===== src/rtl/dmem_lsu_ctrl_pkg.sv =====
// Shared types and constants for the dmem load/store controller.
// Pure definitions, no timing.
// No flow control of its own; users apply these in the controller datapath.
package dmem_lsu_ctrl_pkg;

  // Access size codes as presented by the requesters
  localparam logic [1:0] SZ_BYTE = 2'b00;
  localparam logic [1:0] SZ_HALF = 2'b01;
  localparam logic [1:0] SZ_WORD = 2'b10;
  localparam logic [1:0] SZ_ILL  = 2'b11;

  // Lane masks used by aligned and byte beats
  localparam logic [3:0] LANE_NONE = 4'h0;
  localparam logic [3:0] LANE_B0   = 4'h1;
  localparam logic [3:0] LANE_H0   = 4'h3;
  localparam logic [3:0] LANE_H1   = 4'hC;
  localparam logic [3:0] LANE_W    = 4'hF;

  typedef enum logic [0:0] {
    ST_IDLE = 1'b0,
    ST_ACC  = 1'b1
  } lsu_state_e;

  // One requester's transaction, latched on grant
  typedef struct packed {
    logic        we;
    logic [1:0]  size;
    logic        uns;
    logic [31:0] addr;
    logic [31:0] wdata;
  } lsu_req_t;

  // Number of bytes touched minus one (illegal size is rejected elsewhere)
  function automatic logic [1:0] size_bytes_m1(input logic [1:0] size);
    case (size)
      SZ_BYTE: size_bytes_m1 = 2'd0;
      SZ_HALF: size_bytes_m1 = 2'd1;
      default: size_bytes_m1 = 2'd3;
    endcase
  endfunction

  // Lane mask of a single naturally aligned beat
  function automatic logic [3:0] aligned_mask(input logic [1:0] size, input logic [1:0] off);
    case (size)
      SZ_BYTE: aligned_mask = LANE_B0 << off;
      SZ_HALF: aligned_mask = off[1] ? LANE_H1 : LANE_H0;
      default: aligned_mask = LANE_W;
    endcase
  endfunction

  // Sign or zero extension of right-justified load data
  function automatic logic [31:0] extend_load(input logic [31:0] d, input logic [1:0] size,
                                              input logic uns);
    case (size)
      SZ_BYTE: extend_load = {{24{d[7] & ~uns}}, d[7:0]};
      SZ_HALF: extend_load = {{16{d[15] & ~uns}}, d[15:0]};
      default: extend_load = d;
    endcase
  endfunction

endpackage


===== src/rtl/dmem_lsu_ctrl_rr_arb2.sv =====
// Two-way round-robin arbiter; on contention the port not granted last wins.
// Combinational grant, pointer updates on the accepting edge.
// Grant is only advisory until accept_i; no state changes without accept_i.
module dmem_rr_arb2 (
  input  logic       clk_i,
  input  logic       rst_ni,
  input  logic [1:0] req_i,
  input  logic       accept_i,
  output logic [1:0] gnt_o
);

  logic prio_q, prio_d;  // 0: port 0 preferred on contention

  // Preferred port on contention, otherwise the lone requester
  always_comb begin
    gnt_o = 2'b00;
    if (req_i == 2'b11) gnt_o = prio_q ? 2'b10 : 2'b01;
    else                gnt_o = req_i;
  end

  // After granting port 0 prefer port 1, and vice versa
  always_comb begin
    prio_d = prio_q;
    if (accept_i && (|gnt_o)) prio_d = gnt_o[0];
  end

  // Pointer register
  always_ff @(posedge clk_i or negedge rst_ni) begin
    if (!rst_ni) prio_q <= 1'b0;
    else         prio_q <= prio_d;
  end

endmodule


===== src/rtl/dmem_lsu_ctrl.sv =====
// Load/store controller: arbitrates CPU/DMA ports and splits misaligned accesses into byte beats.
// Request seen in cycle N -> beats N+1..N+k -> rsp_valid in N+k+1 (errors: rsp in N+1, no beats).
// Requesters hold req until rsp_valid; the responding port is masked from arbitration that cycle.
module dmem_lsu_ctrl
  import dmem_lsu_ctrl_pkg::*;
#(
  parameter int DEPTH_WORDS = 32
) (
  input  logic        clk,
  input  logic        rst_n,
  input  logic        p0_req,
  input  logic        p0_we,
  input  logic [1:0]  p0_size,
  input  logic        p0_unsigned,
  input  logic [31:0] p0_addr,
  input  logic [31:0] p0_wdata,
  output logic        p0_gnt,
  output logic        p0_rsp_valid,
  output logic [31:0] p0_rdata,
  output logic        p0_err,
  input  logic        p1_req,
  input  logic        p1_we,
  input  logic [1:0]  p1_size,
  input  logic        p1_unsigned,
  input  logic [31:0] p1_addr,
  input  logic [31:0] p1_wdata,
  output logic        p1_gnt,
  output logic        p1_rsp_valid,
  output logic [31:0] p1_rdata,
  output logic        p1_err,
  output logic [31:0] mem_addr,
  output logic [31:0] mem_wdata,
  output logic [3:0]  mem_we,
  output logic [3:0]  mem_re,
  output logic        mem_sign,
  output logic        mem_new,
  input  logic [31:0] mem_rdata
);

  // First byte address past the end of dmem
  localparam logic [32:0] BYTE_LIMIT = 33'(DEPTH_WORDS) << 2;

  lsu_state_e  state_q, state_d;

  // Latched transaction and beat sequencing
  lsu_req_t    req_q;
  logic        port_q;
  logic        split_q;
  logic [1:0]  last_beat_q;
  logic [1:0]  beat_q;
  logic [31:0] asm_q, asm_d;

  // Registered response / handshake outputs
  logic        gnt0_q, gnt1_q;
  logic        rsp_valid_q, rsp_port_q, rsp_err_q;
  logic [31:0] rsp_rdata_q;
  logic        mem_new_q;

  // Arbitration and classification of the candidate request
  logic [1:0]  arb_req, arb_gnt;
  logic        accept;
  logic        sel_port;
  lsu_req_t    sel_req;
  logic        sel_split;
  logic [1:0]  sel_last_beat;
  logic [32:0] sel_end;
  logic        sel_err;

  // Current beat
  logic        is_idle, is_acc, last_beat;
  logic [31:0] beat_addr;
  logic [3:0]  beat_mask;
  logic [31:0] beat_dat;

  assign is_idle   = (state_q == ST_IDLE);
  assign is_acc    = (state_q == ST_ACC);
  assign last_beat = (beat_q == last_beat_q);

  // A port is being answered this cycle; it would otherwise be re-granted on its stale req
  assign arb_req[0] = p0_req & ~(rsp_valid_q & ~rsp_port_q);
  assign arb_req[1] = p1_req & ~(rsp_valid_q &  rsp_port_q);
  assign accept     = is_idle & (|arb_req);

  dmem_rr_arb2 u_arb (
    .clk_i    (clk),
    .rst_ni   (rst_n),
    .req_i    (arb_req),
    .accept_i (accept),
    .gnt_o    (arb_gnt)
  );

  // Select the granted port and work out beat count and range errors before any beat
  always_comb begin
    sel_port = arb_gnt[1];
    if (sel_port) begin
      sel_req = '{we: p1_we, size: p1_size, uns: p1_unsigned, addr: p1_addr, wdata: p1_wdata};
    end else begin
      sel_req = '{we: p0_we, size: p0_size, uns: p0_unsigned, addr: p0_addr, wdata: p0_wdata};
    end
    sel_split     = 1'b0;
    sel_last_beat = 2'd0;
    if (sel_req.size == SZ_HALF && sel_req.addr[0]) begin
      sel_split     = 1'b1;
      sel_last_beat = 2'd1;
    end else if (sel_req.size == SZ_WORD && sel_req.addr[1:0] != 2'b00) begin
      sel_split     = 1'b1;
      sel_last_beat = 2'd3;
    end
    // Last byte touched; covers the word+1 of a crossing access
    sel_end = {1'b0, sel_req.addr} + {31'd0, size_bytes_m1(sel_req.size)};
    sel_err = (sel_req.size == SZ_ILL) || (sel_end >= BYTE_LIMIT);
  end

  // FSM state register
  always_ff @(posedge clk or negedge rst_n) begin
    if (!rst_n) state_q <= ST_IDLE;
    else        state_q <= state_d;
  end

  // FSM next state: illegal requests never leave IDLE
  always_comb begin
    state_d = state_q;
    case (state_q)
      ST_IDLE: if (accept && !sel_err) state_d = ST_ACC;
      ST_ACC:  if (last_beat)          state_d = ST_IDLE;
      default:                         state_d = ST_IDLE;
    endcase
  end

  // FSM outputs: drive the dmem beat only while in ACC
  always_comb begin
    beat_addr = req_q.addr + {30'd0, beat_q};
    if (split_q) begin
      beat_mask = LANE_B0 << beat_addr[1:0];
      beat_dat  = {24'd0, req_q.wdata[{beat_q, 3'b000} +: 8]};
    end else begin
      beat_mask = aligned_mask(req_q.size, req_q.addr[1:0]);
      beat_dat  = req_q.wdata;
    end
    mem_addr  = '0;
    mem_wdata = '0;
    mem_we    = LANE_NONE;
    mem_re    = LANE_NONE;
    if (is_acc) begin
      mem_addr = {2'b00, beat_addr[31:2]};
      if (req_q.we) begin
        mem_we    = beat_mask;
        mem_wdata = beat_dat;
      end else begin
        mem_re = beat_mask;
      end
    end
  end

  // Load assembly: byte beats fill ascending bytes, a single beat takes the whole word
  always_comb begin
    asm_d = asm_q;
    if (is_acc && !req_q.we) begin
      if (split_q) asm_d[{beat_q, 3'b000} +: 8] = mem_rdata[7:0];
      else         asm_d = mem_rdata;
    end
  end

  // Latch the accepted request and step through its beats
  always_ff @(posedge clk or negedge rst_n) begin
    if (!rst_n) begin
      req_q       <= '0;
      port_q      <= 1'b0;
      split_q     <= 1'b0;
      last_beat_q <= 2'd0;
      beat_q      <= 2'd0;
      asm_q       <= '0;
    end else if (accept) begin
      req_q       <= sel_req;
      port_q      <= sel_port;
      split_q     <= sel_split;
      last_beat_q <= sel_last_beat;
      beat_q      <= 2'd0;
      asm_q       <= '0;
    end else if (is_acc) begin
      beat_q      <= beat_q + 2'd1;
      asm_q       <= asm_d;
    end
  end

  // Grant pulse, response pulse with extended data, and the dmem retrigger toggle
  always_ff @(posedge clk or negedge rst_n) begin
    if (!rst_n) begin
      gnt0_q      <= 1'b0;
      gnt1_q      <= 1'b0;
      rsp_valid_q <= 1'b0;
      rsp_port_q  <= 1'b0;
      rsp_err_q   <= 1'b0;
      rsp_rdata_q <= '0;
      mem_new_q   <= 1'b0;
    end else begin
      gnt0_q      <= accept & arb_gnt[0];
      gnt1_q      <= accept & arb_gnt[1];
      rsp_valid_q <= (accept && sel_err) || (is_acc && last_beat);
      rsp_port_q  <= accept ? sel_port : port_q;
      rsp_err_q   <= accept && sel_err;
      rsp_rdata_q <= (is_acc && last_beat && !req_q.we) ?
                     extend_load(asm_d, req_q.size, req_q.uns) : '0;
      mem_new_q   <= mem_new_q ^ (state_d == ST_ACC);
    end
  end

  assign p0_gnt       = gnt0_q;
  assign p1_gnt       = gnt1_q;
  assign p0_rsp_valid = rsp_valid_q & ~rsp_port_q;
  assign p1_rsp_valid = rsp_valid_q &  rsp_port_q;
  assign p0_rdata     = p0_rsp_valid ? rsp_rdata_q : '0;
  assign p1_rdata     = p1_rsp_valid ? rsp_rdata_q : '0;
  assign p0_err       = p0_rsp_valid & rsp_err_q;
  assign p1_err       = p1_rsp_valid & rsp_err_q;
  assign mem_sign     = 1'b1;
  assign mem_new      = mem_new_q;

endmodule

===== config.mk =====
export PLATFORM = sky130hd
export DESIGN_NAME = dmem_lsu_ctrl
export DESIGN_NICKNAME = d
export VERILOG_FILES = /design/src/rtl/dmem_lsu_ctrl_pkg.sv /design/src/rtl/dmem_lsu_ctrl_rr_arb2.sv /design/src/rtl/dmem_lsu_ctrl.sv
export SDC_FILE = /design/constraint.sdc
export NUM_CORES = 1
export LEC_CHECK = 0
export ABC_AREA = 1
export BUFFER_PORTS_ARGS = -buffer_cell sky130_fd_sc_hd__buf_2
export CAP_MARGIN = 20
export CORE_MARGIN = 1
export CORE_UTILIZATION = 47
export CTS_BUF_LIST = sky130_fd_sc_hd__clkbuf_16
export DETAILED_ROUTE_END_ITERATION = 6
export PLACE_DENSITY_LB_ADDON = 0.2
export SLEW_MARGIN = 20
export SYNTH_ARGS = -nofsm -noshare
export SYNTH_HDL_FRONTEND = slang
export SYNTH_SLANG_ARGS = --single-unit

===== constraint.sdc =====
create_clock -name clk -period 3 [get_ports clk]
set_input_delay 0.6 -clock clk [delete_from_list [all_inputs] [get_ports clk]]
set_output_delay 0.6 -clock clk [all_outputs]
set_load 0.02 [all_outputs]

* Yosys cells after proc, flatten, opt, wreduce, memory -nomap -nowiden
Index checks and enable logic that the tools add are counted.
Cells by class: add/sub/neg operators 4, magnitude comparators 1, equal/unequal tests 6, shift-type cells 5, mux-type cells 33, bitwise operators 17, reductions and logical operators 18
Operators by type and width (number):
- 2-to-1 mux 32 bit | 10
- 2-to-1 mux 68 bit | 1
- one-hot mux 32 bit (2 select lines) | 1
- adder 32 x 2 -> 33 bit | 1
- >= comparator 33 x 8 -> 1 bit, second input constant | 1
- adder 32 x 2 -> 32 bit | 1
- bitwise mux 32 bit | 1
- variable shift 8 x 7 -> 32 bit, first input constant | 1
- indexed part select 32 x 6 -> 8 bit | 1
- indexed part select 8 x 7 -> 32 bit | 1
- 2-to-1 mux 30 bit | 1
- 2-to-1 mux 4 bit | 6
- 2-to-1 mux 2 bit | 6
- AND 1 bit | 11
- logical AND 1 bit | 8
- one-hot mux 4 bit (2 select lines) | 1
- left shift 1 x 2 -> 4 bit, first input constant | 2
- negation 5 -> 7 bit | 1
- == test 2 bit, second input constant | 3
- NOT 1 bit | 5
- == test 2 x 1 -> 1 bit, second input constant | 2
- zero test 2 bit | 2
- 2-to-1 mux 1 bit | 4
- one-hot mux 2 bit (2 select lines) | 1
- other kinds (8) | 12
Word-level totals: flip-flop bits (word level) 145, bits of input ports 172

* Longest topological paths before layout
depth after elaboration 17, gate-level depth with buffers 28, gate-level depth less buffers 26

* Cells and area by module
Synthesis repeated with hierarchy kept, for this count alone.
Second synthesis, totals: cells, all modules 1533, area total of the unflattened synthesis 10023.4 um^2
Modules (own cells, without submodules):
- dmem_lsu_ctrl | instances 1, cells each 1525, area an instance 9963.3 um^2, sequential area each 3578.4 um^2
- dmem_rr_arb2 | instances 1, cells each 8, area an instance 60.1 um^2, sequential area each 25.0 um^2

* Worst setup path before layout
Ideal clock, no wire load.
kind input-to-reg, from input port p1_req, to register mem_new_q (netlist: mem_new), data arrival time 3.186 ns, path slack -0.303 ns, stages 25, path buffers 4, path through inv_1 > nor2_8 > nand2_4 > buf_6 > buf_6 > buf_2 > buf_2 > o21ai_0 > inv_1 > ha_1 > ha_1 > inv_1 > nand2_1 > nand2_2 > nor2_1 > nand2_1 > nand2_1 > nor2_1 > nand2_1 > nor2_1 > nand3_1 > nor2_2 > nand3_1 > nand3_1 > nand2_1
RTL lines:
- start: declaration | RTL line dmem_lsu_ctrl.sv:21 | input logic p1_req,
- end signal: assignment | RTL line dmem_lsu_ctrl.sv:204 | mem_new_q <= mem_new_q ^ (state_d == ST_ACC);
- end: declaration | RTL line dmem_lsu_ctrl.sv:57 | logic mem_new_q;

* Worst setup path after layout
from register req_q[32] (netlist bit), to output port mem_addr[18]
On the way: longest elaborated chain between the ends 2
Ends and longest elaborated chain:
- start: declaration | RTL line dmem_lsu_ctrl.sv:46 | lsu_req_t req_q;
- start signal: assignment | RTL line dmem_lsu_ctrl.sv:174 | req_q <= sel_req;
- adder 32 x 2 -> 32 bit | RTL line dmem_lsu_ctrl.sv:132 | beat_addr = req_q.addr + {30'd0, beat_q};
- 2-to-1 mux 30 bit | RTL line dmem_lsu_ctrl.sv:144 | if (is_acc) begin
- end: declaration | RTL line dmem_lsu_ctrl.sv:31 | output logic [31:0] mem_addr,
No other way between the ends.

==> run summary <==
status = finished with violations
failing checks = setup timing
crit end category = output pin
crit path launch type = flip-flop
Core ar. = 20230 um^2
Area Overhead vs Synth = 43.34%
Post-Synth Simple-Gate Area = 31.98%
Vias = 11.48k
mux cell area share after synthesis = 0%
Sink Count = 144
max-cap violations = 0
die area = 21200 um^2
Clock Latency Late Sink = 430 ps
WP data arrival = 2930 ps
WP data required = 2400 ps
DRT antenna net count = 0
WS Path Type = reg2out
pwr/cell area = 655.3 nW/um^2
adder-cell share of the synthesized area = 1.369%
CP top delay family = simple AND/OR/NAND/NOR gates
Crit path top cell by count = nor2_4
antenna violations before repair = 0
fin crit period = 3529 ps
diode count = 0
Pleak = 6.964 nW
initial cell density of the core = 47.89%
Die Width = 145.6 um
grt total ovfl = 0
final worst setup slack = -529.0 ps
Syn Inst Count = 1457
Post-Syn Area = 9691 um^2
top_reg_cell synth = dfrtp_1
CP max-delay cell = dfrtp_1
TritonRoute pass-1 iters = 7
slew at the pin closest to its max-slew limit = 880.8 ps
Port Buffer Count = 312
vias per cell = 5.334
Layout Utilization = 68.65%
dpl hpwl = 25.16 mm
Setup TNS = -6695 ps
setup violators final = 21
WL final = 35.12 mm
worst-path fanout max = 3
Synth area leaders = dfrtp_1 (37%), nor2_1 (11%), nand2_1 (11%)
H-tree Lvls = 4
RePlAce Congestion = 0.9460
TritonCTS buffer count = 17
wl on met1 = 14.74 mm
FF+latch count, synth = 144
CTS clk-pin slew, worst paths = 60 ps
# DRC = 0
worst hold path type = in2async
Syn. warnings = 0
final hold violations = 0
Yosys cell types = 50
TritonCTS clock tree = yes
Final #Nets = 2051
syn_area_per_cell = 6.651 um^2
Buf/Inv on CP = 3
crit-path cells = ha_2 -> fa_2 -> nand2_2 -> nor2_2 -> inv_2 -> nor2_4 -> nand3_4 -> nor2_4 -> nand3_4 -> nor2_4 -> inv_2 -> nor3_4 -> nand2_1 -> nor2_2 -> nand2_1 -> o21ai_2 -> a21oi_2 -> buf_2
Die Y = 145.6 um
drt wl/cell = 16.32 um
Clock Tree Root = clkbuf_16
Slew headroom = 40.74%
IO Pins = 316
register area share after synthesis = 37.19%
xor/xnor share of the synthesized area = 1.085%
Peak VDD IR = 494.9 uV
RSZ-0062 raised after global routing = true
post-synth top area share = 37.19%
Worst Skew = 7.900 ps
num rows = 52
met2 WL post-DR = 16.35 mm
layout cells sized above 1 = 35.18%
GRT Overall Usage = 31.65%
Initial DRC Count = 846
largest net degree at the start of global routing = 86
Period Utilization, post-route = 117.6%
FFs w/ async S/R, synth = 100.0%
vias in the first global route = 10.42k
Max Freq = 283.4 MHz
Synth area leader = dfrtp_1
WL met3 = 2.739 mm
first-pass GRT wire length = 53.25 mm
max layer used = met4
largest family of logic cells by synthesized area = simple AND/OR/NAND/NOR gates
post-synthesis compound-gate area fraction = 17.31%
slowest stage delay, CP = 360 ps
final slew viol count = 0
CTS Buffer Depth = 2
Post-synth EDFFs = 0
what timing repair did:
item	CTS	global route
resized for setup	60	142
setup endpoints to repair	25	46
pin swaps	15	54
hold buffers	0	0
gates cloned	0	2
buffers inserted	23	17
kinds of logic after synthesis:
| group | Yosys count |
|---|---|
| flops | 144 |
| compound gates | 295 |
| buf+inv | 270 |
| other cells | 2 |
| fa+ha+maj | 10 |
| simple gates | 724 |
| xor+xnor | 12 |
path summary, 6_finish.rpt:
| path | from | slack, ps | cells after the start | endpoint |
|---|---|---|---|---|
| max | req_q[32] | -530 | 18 | mem_addr[18] |
| min | rst_n | 130 | 1 | asm_q[1] |
| max reg2reg | rsp_valid_q | 120 | 28 | mem_new |
| min reg2reg | req_q[63] | 510 | 2 | req_q[63] |
| max in group asynchronous | rst_n | 2040 | 2 | req_q[42] |
| min in group clk | p1_wdata[23] | 430 | 3 | req_q[23] |
flip-flops by register name, indices dropped and copies added, names as in the netlist:
signal and cells:
last_beat_q 2, is_acc 1, rsp_port_q 1, p0_gnt 1, rsp_valid_q 1, req_q 68
mem_new 1, p1_gnt 1, u_arb.prio_q 1, rsp_err_q 1, rsp_rdata_q 32, asm_q 32
beat_q 2
metrics by stage:
stage                     cell area, um^2  total power [mW]  hold WS [ps]  setup WS (ps)  instances
after floorplan                      9786             5.125         304.4         -44.50       1458
after global placement              12330             6.485         491.2         -146.2       2089
after detailed placement            12330             6.554         497.1         -180.0       2089
after CTS                           13260             8.665         156.2         -416.4       2140
after global routing                13890             9.637         168.0         -651.7       2152
final                               13890             9.102         130.3         -529.0       2152
synthesized netlist by cell type, types with 10 or more instances:
master,instances
o21ai_0,147
nand2_2,11
dfrtp_1,144
clkbuf_1,52
inv_1,188
nor3_1,21
nand3_1,59
nor4_1,10
nor2_1,288
or2_2,11
nand2_1,277
a22oi_1,14
nand4_1,18
a21oi_1,54
o22ai_1,33
cells in the final DEF, fill, tap and decap left out, types with 8 or more instances in the layout:
master,instances
nand4_1,18
nor3_1,8
nor3_2,9
nor2_4,13
nand2_1,246
nand3_1,52
nor2_2,18
inv_1,181
clkbuf_16,19
nand2_4,10
a21oi_1,41
o22ai_1,33
a21oi_2,11
a32oi_1,8
inv_2,12
o21ai_0,134
buf_6,30
a22oi_1,14
nand2_2,36
nor2_1,268
or2_2,10
o31ai_1,8
buf_2,289
buf_4,140
o21ai_1,14
dfrtp_1,140
power breakdown:
group / switching (mW) / internal (mW)
clock: 0.882 / 1.15
sequential: 0.504 / 2.45
combinational: 2.69 / 1.42
total: 4.08 / 5.02
metal layers:
metal | vias to the layer above | track usage (%)
met5 | - | 0
met4 | 0 | 13.42
met3 | 102 | 4.953
met2 | 577 | 51.01
met1 | 5268 | 42.45
li1 | 5532 | -
final cells by class:
type / instances / area (um^2)
Multi-Input combinational cell: 1044 / 5653
Sequential cell: 144 / 3608
Timing Repair Buffer: 465 / 2973
Inverter: 197 / 755.7
Fill cell: 1723 / 6344
Tap cell: 270 / 337.8
Clock buffer: 17 / 425.4
Clock inverter: 15 / 137.6
(Power assumes the default switching activity.)
